`config.mk`:
```
export PLATFORM = sky130hd
export DESIGN_NAME = minibyte_mem_arbiter_flat
export DESIGN_NICKNAME = d
export VERILOG_FILES = /design/src/rtl/minibyte_mem_arbiter_if.sv /design/src/rtl/minibyte_mem_arbiter.sv /design/src/flat_wrapper.sv
export SDC_FILE = /design/constraint.sdc
export NUM_CORES = 1
export LEC_CHECK = 0
export BUFFER_PORTS_ARGS = -buffer_cell sky130_fd_sc_hd__buf_2
export CAP_MARGIN = 20
export CORE_MARGIN = 8
export CORE_UTILIZATION = 45
export DETAILED_ROUTE_END_ITERATION = 12
export MAX_ROUTING_LAYER = met4
export PLACE_DENSITY = 0.75
export SKIP_CTS_REPAIR_TIMING = 1
export SYNTH_ARGS = -nofsm -noshare
export SYNTH_HDL_FRONTEND = slang
export SYNTH_SLANG_ARGS = --single-unit
```
`constraint.sdc`:
```
create_clock -name clk -period 4.1 [get_ports clk]
set_input_delay 0.82 -clock clk [delete_from_list [all_inputs] [get_ports clk]]
set_output_delay 0.82 -clock clk [all_outputs]
set_load 0.005 [all_outputs]
```
`src/rtl/minibyte_mem_arbiter_if.sv`:
```
// MiniByte memory-arbiter bus bundle: CPU and debug requester ports, ROM port,
// output latch, external req/ack bus and error pulse.
interface minibyte_mem_arbiter_if #(
  parameter int ROM_AW = 5
);
  logic              cpu_req, cpu_we, cpu_ack;
  logic [7:0]        cpu_addr, cpu_wdata, cpu_rdata;
  logic              dbg_req, dbg_we, dbg_ack;
  logic [7:0]        dbg_addr, dbg_wdata, dbg_rdata;
  logic [ROM_AW-1:0] rom_addr;
  logic [7:0]        rom_data;
  logic [7:0]        out_reg;
  logic              ext_req, ext_we, ext_ack;
  logic [7:0]        ext_addr, ext_wdata, ext_rdata;
  logic              err;

  modport slave (
    input  cpu_req, cpu_we, cpu_addr, cpu_wdata,
    output cpu_ack, cpu_rdata,
    input  dbg_req, dbg_we, dbg_addr, dbg_wdata,
    output dbg_ack, dbg_rdata,
    output rom_addr, input rom_data,
    output out_reg,
    output ext_req, ext_we, ext_addr, ext_wdata,
    input  ext_ack, ext_rdata,
    output err
  );

  modport master (
    output cpu_req, cpu_we, cpu_addr, cpu_wdata,
    input  cpu_ack, cpu_rdata,
    output dbg_req, dbg_we, dbg_addr, dbg_wdata,
    input  dbg_ack, dbg_rdata,
    input  rom_addr, output rom_data,
    input  out_reg,
    input  ext_req, ext_we, ext_addr, ext_wdata,
    output ext_ack, ext_rdata,
    input  err
  );
endinterface

```
`src/rtl/minibyte_mem_arbiter.sv`:
```
// Two-requester (CPU / debug host) memory arbiter decoding to ROM, output latch or external bus.
// Optional MINIBYTE_ARB_DBG_PRIO_EN: debug host wins every tie instead of round-robin.
module minibyte_mem_arbiter #(
  parameter int          ROM_AW   = 5,
  parameter logic [7:0]  OUT_ADDR = 8'h40,
  parameter int          EXT_TMO  = 15
) (
  input  logic                   clk,
  input  logic                   rst_n,
  minibyte_mem_arbiter_if.slave  bus
);

  typedef enum logic [2:0] {S_IDLE, S_ROM, S_OUT, S_EXT, S_DONE} state_t;

  state_t            state_q, state_d;
  logic              gnt_dbg_q, we_q;
  logic [7:0]        addr_q, wdata_q, out_q, cpu_rd_q, dbg_rd_q;
  logic [ROM_AW-1:0] rom_addr_q;
  logic [3:0]        cnt_q, cnt_nxt;
  logic              err_q, err_d, cap_en, out_we, tmo;
  logic [7:0]        cap_val;

  logic       any_req, pick_dbg, sel_we, is_rom;
  logic [7:0] sel_addr, sel_wdata;

  assign any_req = bus.cpu_req | bus.dbg_req;

`ifdef MINIBYTE_ARB_DBG_PRIO_EN
  assign pick_dbg = bus.dbg_req;
`else
  logic rr_last_q;  // 1: debug host held the most recent grant
  assign pick_dbg = bus.dbg_req & (~bus.cpu_req | ~rr_last_q);
`endif

  assign sel_we    = pick_dbg ? bus.dbg_we    : bus.cpu_we;
  assign sel_addr  = pick_dbg ? bus.dbg_addr  : bus.cpu_addr;
  assign sel_wdata = pick_dbg ? bus.dbg_wdata : bus.cpu_wdata;
  assign is_rom    = (sel_addr >> ROM_AW) == 8'd0;

  assign cnt_nxt = cnt_q + 4'd1;
  assign tmo     = ~bus.ext_ack & (cnt_nxt == 4'(EXT_TMO));

  always_ff @(posedge clk or negedge rst_n) begin
    if (!rst_n) state_q <= S_IDLE;
    else        state_q <= state_d;
  end

  always_comb begin
    state_d = state_q;
    cap_en  = 1'b0;
    cap_val = '0;
    err_d   = 1'b0;
    out_we  = 1'b0;
    unique case (state_q)
      S_IDLE:
        if (any_req) begin
          if (is_rom)                     state_d = S_ROM;
          else if (sel_addr == OUT_ADDR)  state_d = S_OUT;
          else                            state_d = S_EXT;
        end
      S_ROM: begin
        state_d = S_DONE;
        if (we_q) err_d = 1'b1;
        else begin
          cap_en  = 1'b1;
          cap_val = bus.rom_data;
        end
      end
      S_OUT: begin
        state_d = S_DONE;
        if (we_q) out_we = 1'b1;
        else begin
          cap_en  = 1'b1;
          cap_val = out_q;
        end
      end
      S_EXT:
        // an ack arriving on the timeout edge takes precedence
        if (bus.ext_ack) begin
          state_d = S_DONE;
          cap_en  = ~we_q;
          cap_val = bus.ext_rdata;
        end else if (tmo) begin
          state_d = S_DONE;
          cap_en  = 1'b1;
          cap_val = 8'hFF;
          err_d   = 1'b1;
        end
      S_DONE:  state_d = S_IDLE;
      default: state_d = S_IDLE;
    endcase
  end

  always_ff @(posedge clk or negedge rst_n) begin
    if (!rst_n) begin
      gnt_dbg_q  <= 1'b0;
      we_q       <= 1'b0;
      addr_q     <= '0;
      wdata_q    <= '0;
      rom_addr_q <= '0;
      out_q      <= '0;
      cpu_rd_q   <= '0;
      dbg_rd_q   <= '0;
      cnt_q      <= '0;
      err_q      <= 1'b0;
`ifndef MINIBYTE_ARB_DBG_PRIO_EN
      rr_last_q  <= 1'b0;
`endif
    end else begin
      err_q <= err_d;
      if (state_q == S_IDLE) begin
        cnt_q <= '0;
        if (any_req) begin
          gnt_dbg_q <= pick_dbg;
          we_q      <= sel_we;
          addr_q    <= sel_addr;
          wdata_q   <= sel_wdata;
          if (is_rom) rom_addr_q <= sel_addr[ROM_AW-1:0];
`ifndef MINIBYTE_ARB_DBG_PRIO_EN
          rr_last_q <= pick_dbg;
`endif
        end
      end else if (state_q == S_EXT) begin
        cnt_q <= cnt_nxt;
      end
      if (out_we) out_q <= wdata_q;
      if (cap_en) begin
        if (gnt_dbg_q) dbg_rd_q <= cap_val;
        else           cpu_rd_q <= cap_val;
      end
    end
  end

  assign bus.cpu_ack   = (state_q == S_DONE) & ~gnt_dbg_q;
  assign bus.dbg_ack   = (state_q == S_DONE) &  gnt_dbg_q;
  assign bus.cpu_rdata = cpu_rd_q;
  assign bus.dbg_rdata = dbg_rd_q;
  assign bus.rom_addr  = rom_addr_q;
  assign bus.out_reg   = out_q;
  assign bus.ext_req   = (state_q == S_EXT);
  assign bus.ext_we    = (state_q == S_EXT) & we_q;
  assign bus.ext_addr  = addr_q;
  assign bus.ext_wdata = wdata_q;
  assign bus.err       = err_q;

endmodule

```
`src/flat_wrapper.sv`:
```
// flat-port wrapper written by rule: the top's interface ports become plain ports
module minibyte_mem_arbiter_flat 
#(
  parameter int          ROM_AW   = 5,
  parameter logic [7:0]  OUT_ADDR = 8'h40,
  parameter int          EXT_TMO  = 15
)
  (clk, rst_n, bus_cpu_req, bus_cpu_we, bus_cpu_addr, bus_cpu_wdata, bus_cpu_ack, bus_cpu_rdata, bus_dbg_req, bus_dbg_we, bus_dbg_addr, bus_dbg_wdata, bus_dbg_ack, bus_dbg_rdata, bus_rom_addr, bus_rom_data, bus_out_reg, bus_ext_req, bus_ext_we, bus_ext_addr, bus_ext_wdata, bus_ext_ack, bus_ext_rdata, bus_err);
  minibyte_mem_arbiter_if #(.ROM_AW(ROM_AW)) bus_i ();
  input  logic clk;
  input  logic rst_n;
  input wire logic [$bits(bus_i.cpu_req)-1:0] bus_cpu_req;
  input wire logic [$bits(bus_i.cpu_we)-1:0] bus_cpu_we;
  input wire logic [$bits(bus_i.cpu_addr)-1:0] bus_cpu_addr;
  input wire logic [$bits(bus_i.cpu_wdata)-1:0] bus_cpu_wdata;
  output wire logic [$bits(bus_i.cpu_ack)-1:0] bus_cpu_ack;
  output wire logic [$bits(bus_i.cpu_rdata)-1:0] bus_cpu_rdata;
  input wire logic [$bits(bus_i.dbg_req)-1:0] bus_dbg_req;
  input wire logic [$bits(bus_i.dbg_we)-1:0] bus_dbg_we;
  input wire logic [$bits(bus_i.dbg_addr)-1:0] bus_dbg_addr;
  input wire logic [$bits(bus_i.dbg_wdata)-1:0] bus_dbg_wdata;
  output wire logic [$bits(bus_i.dbg_ack)-1:0] bus_dbg_ack;
  output wire logic [$bits(bus_i.dbg_rdata)-1:0] bus_dbg_rdata;
  output wire logic [$bits(bus_i.rom_addr)-1:0] bus_rom_addr;
  input wire logic [$bits(bus_i.rom_data)-1:0] bus_rom_data;
  output wire logic [$bits(bus_i.out_reg)-1:0] bus_out_reg;
  output wire logic [$bits(bus_i.ext_req)-1:0] bus_ext_req;
  output wire logic [$bits(bus_i.ext_we)-1:0] bus_ext_we;
  output wire logic [$bits(bus_i.ext_addr)-1:0] bus_ext_addr;
  output wire logic [$bits(bus_i.ext_wdata)-1:0] bus_ext_wdata;
  input wire logic [$bits(bus_i.ext_ack)-1:0] bus_ext_ack;
  input wire logic [$bits(bus_i.ext_rdata)-1:0] bus_ext_rdata;
  output wire logic [$bits(bus_i.err)-1:0] bus_err;
  assign bus_i.cpu_req = bus_cpu_req;
  assign bus_i.cpu_we = bus_cpu_we;
  assign bus_i.cpu_addr = bus_cpu_addr;
  assign bus_i.cpu_wdata = bus_cpu_wdata;
  assign bus_cpu_ack = bus_i.cpu_ack;
  assign bus_cpu_rdata = bus_i.cpu_rdata;
  assign bus_i.dbg_req = bus_dbg_req;
  assign bus_i.dbg_we = bus_dbg_we;
  assign bus_i.dbg_addr = bus_dbg_addr;
  assign bus_i.dbg_wdata = bus_dbg_wdata;
  assign bus_dbg_ack = bus_i.dbg_ack;
  assign bus_dbg_rdata = bus_i.dbg_rdata;
  assign bus_rom_addr = bus_i.rom_addr;
  assign bus_i.rom_data = bus_rom_data;
  assign bus_out_reg = bus_i.out_reg;
  assign bus_ext_req = bus_i.ext_req;
  assign bus_ext_we = bus_i.ext_we;
  assign bus_ext_addr = bus_i.ext_addr;
  assign bus_ext_wdata = bus_i.ext_wdata;
  assign bus_i.ext_ack = bus_ext_ack;
  assign bus_i.ext_rdata = bus_ext_rdata;
  assign bus_err = bus_i.err;
  minibyte_mem_arbiter #(.ROM_AW(ROM_AW), .OUT_ADDR(OUT_ADDR), .EXT_TMO(EXT_TMO)) u_core (.clk(clk), .rst_n(rst_n), .bus(bus_i));
endmodule
```
==> impl_metrics.yaml <==
status:
  outcome: "finished, final reports clean"
floorplan:
  die_h_um: 93.4
  start_util_pct: 46.1
  die_w_um: 93.4
  die_area_sq_um: 8730
  io_pins: 105
  core_area_sq_um: 5850
  rows: 28
timing:
  setup_tns_ps: 0
  rsz0062_at_grt: "false"
  period_minus_slack_ps: 2550
  drv_slew: 0
  fin_worst_skew_ps: 5.84
  whs_ps: 487
  period_share_pct: 62.1
  max_freq_mhz: 393
  max_slew.worst_pin.slew_ps: 719
  setup_violations: 0
  max_slew_margin_pct: 51.9
  hold_viol: 0
placed_design:
  place_congestion: 0.836
  place_inst: 423
  io_buffers: 104
  dpl.hpwl_um: 5430
setup_path:
  end_kind: "output pin"
  crit_path_start_kind: "flip-flop"
  crit_required_ps: 3280
  crit_chain: "inv_2 > nor4_1 > buf_2"
  slowest_stage: "dfrtp_1"
  max_stage_delay_ps: 710
  arrival_ps: 1730
  cp_max_fo: 18
  crit_type: "flip-flop to output pin"
cells_and_area:
  regArea_sq_um: 1380
  syn_to_final_growth_pct: 24.8
  antennaDiodeCount: 0
  fin_nets: 412
  multiInputGateArea_sq_um: 1240
  fill_cells: 515
  drive_above_1_share_pct: 37.4
  fin_cells: 431
grt:
  grt_pass1_vias: 2272
  grt.total_usage_pct: 15.9
  gr-total-overflow: 0
  grt_pass1_wl_um: 10900
  grt_max_degree: 38
  antenna_found_initial: 0
yosys:
  synth_edf_count: 0
  ys_warn_count: 0
  yosysSeqAreaShare_pct: 51.0
  ys_ff_latch: 55
  syn_area_sq_um: 2700
  synthFlopType: "dfrtp_1"
  netlist-cell-type-count: 39
  syn_nets: 314
  synthCells: 257
  synth_area_per_cell_sq_um: 10.5
  async_flop_share_pct: 100
route:
  routed_wl_um: 6780
  via_per_inst: 5.35
  drtAntennaViolNets: 0
  drt_iter0_drc: 105
  dr.pass1.iters: 4
  drcViolationCount: 0
  num_vias: 2308
  wl_per_cell_um: 15.7
clock_network:
  cts_root_buffer: "clkbuf_8"
  cts_tree: "done"
  clock_latency_ps: 300
  clockBufferDepth: 2
  cts_max_level: 2
  numCtsBuffers: 5
  clk_pin_slew_ps: 90
  cts_sinks: 55
worst_hold_path:
  holdCritPathClass: "flip-flop to flip-flop"
flow_run:
  maxCapViolations: 0
power:
  peakVddDrop_mv: 0.270
  p_leak_nw: 1.68
  power.density_nw_per_um2: 646
## metrics by stage
| step | area [sq um] | power, mW | worst slack, ps | util (%) |
|---|---|---|---|---|
| floorplan | 2700 | 1.49 | 1730 | - |
| global placement | 3270 | 1.86 | 1480 | 56.0 |
| detailed placement | 3270 | 1.89 | 1410 | 56.0 |
| CTS | 3370 | 2.21 | 1580 | 57.6 |
| global route | 3370 | 2.36 | 1430 | 57.6 |
| finish | 3370 | 2.18 | 1550 | 57.6 |
## cell usage after synthesis (3+ instances only)
master    number  share of area [%]
dfrtp_1       55                 51
nor2b_1        4               0.93
inv_1          5               0.70
o21ai_0       10                1.9
a21oi_1       20                3.7
mux2i_1       18                6.7
buf_2          4               0.74
mux2_1         8                3.3
nor3_1         3               0.56
clkbuf_1      11                1.5
and3_1         4               0.93
mux2_2        16                6.7
nand2_1       31                4.3
o311ai_0       8                2.6
a22oi_1        8                2.2
nor2_1        21                2.9
nand3_1        4               0.74
## layer usage
metal	wire [um]	vias to the layer above	global-route usage, %
li1	-	1120	-
met1	2970	1094	19.3
met2	3270	88	25.3
met3	481	6	4.65
met4	54	0	3.89
met5	0	-	-
## where the power goes
part           internal (mW)  switching [mW]
Clock                  0.139           0.170
Combinational          0.423           0.437
Sequential             0.784           0.223
Total                   1.35           0.830
## final timing paths
check                                            start                      end  slack [ps]  depth (start not counted)
worst max-delay path                 u_core.state_q[2]              bus_cpu_ack        1550                          3
worst min-delay path            u_core.bus.rom_addr[0]   u_core.bus.rom_addr[0]         490                          2
worst max register to register         u_core.cnt_q[1]  u_core.bus.dbg_rdata[5]        1600                          6
worst min register to register  u_core.bus.rom_addr[0]   u_core.bus.rom_addr[0]         490                          2
max in group asynchronous                        rst_n    u_core.bus.out_reg[6]        2830                          2
min in group asynchronous                        rst_n          u_core.cnt_q[2]         500                          1
## kinds of logic (layout without fill, tap and decap cells)
group	Yosys count	in the layout	share of synthesized area [%]
adders and majority gates	3	3	1.30
buffers and inverters	22	121	3.25
xor gates and xnor gates	3	3	0.974
DFF	55	55	51.0
AOI/OAI and AO/OA	58	58	14.0
muxes	42	42	16.7
and+or+nand+nor	74	74	12.8
## critical path, delay by kind of cell (launching register included)
family	cells	cell delay (ps)
AND/OR/NAND/NOR	1	380
flip-flops	1	710
buffers and inverters	2	330
## final cells by class
type | count | area share [%]
Sequential cell | 55 | 40.8
Multi-Input combinational cell | 180 | 36.8
Timing Repair Buffer | 107 | 16.1
Tap cell | 75 | 2.78
Clock buffer | 7 | 2.56
Inverter | 6 | 0.668
Clock inverter | 1 | 0.260
## cells in the final DEF, fill, tap and decap left out, drive strengths merged, types with 6 or more instances in the layout
cell type and count:
nor2 21, mux2 24, inv 6, nand2 31, clkbuf 7, a21oi 20, buf 107, o21ai 10
dfrtp 55, o311ai 8, a22oi 8, mux2i 18
Note: power is estimated with default switching activity, not from simulation.
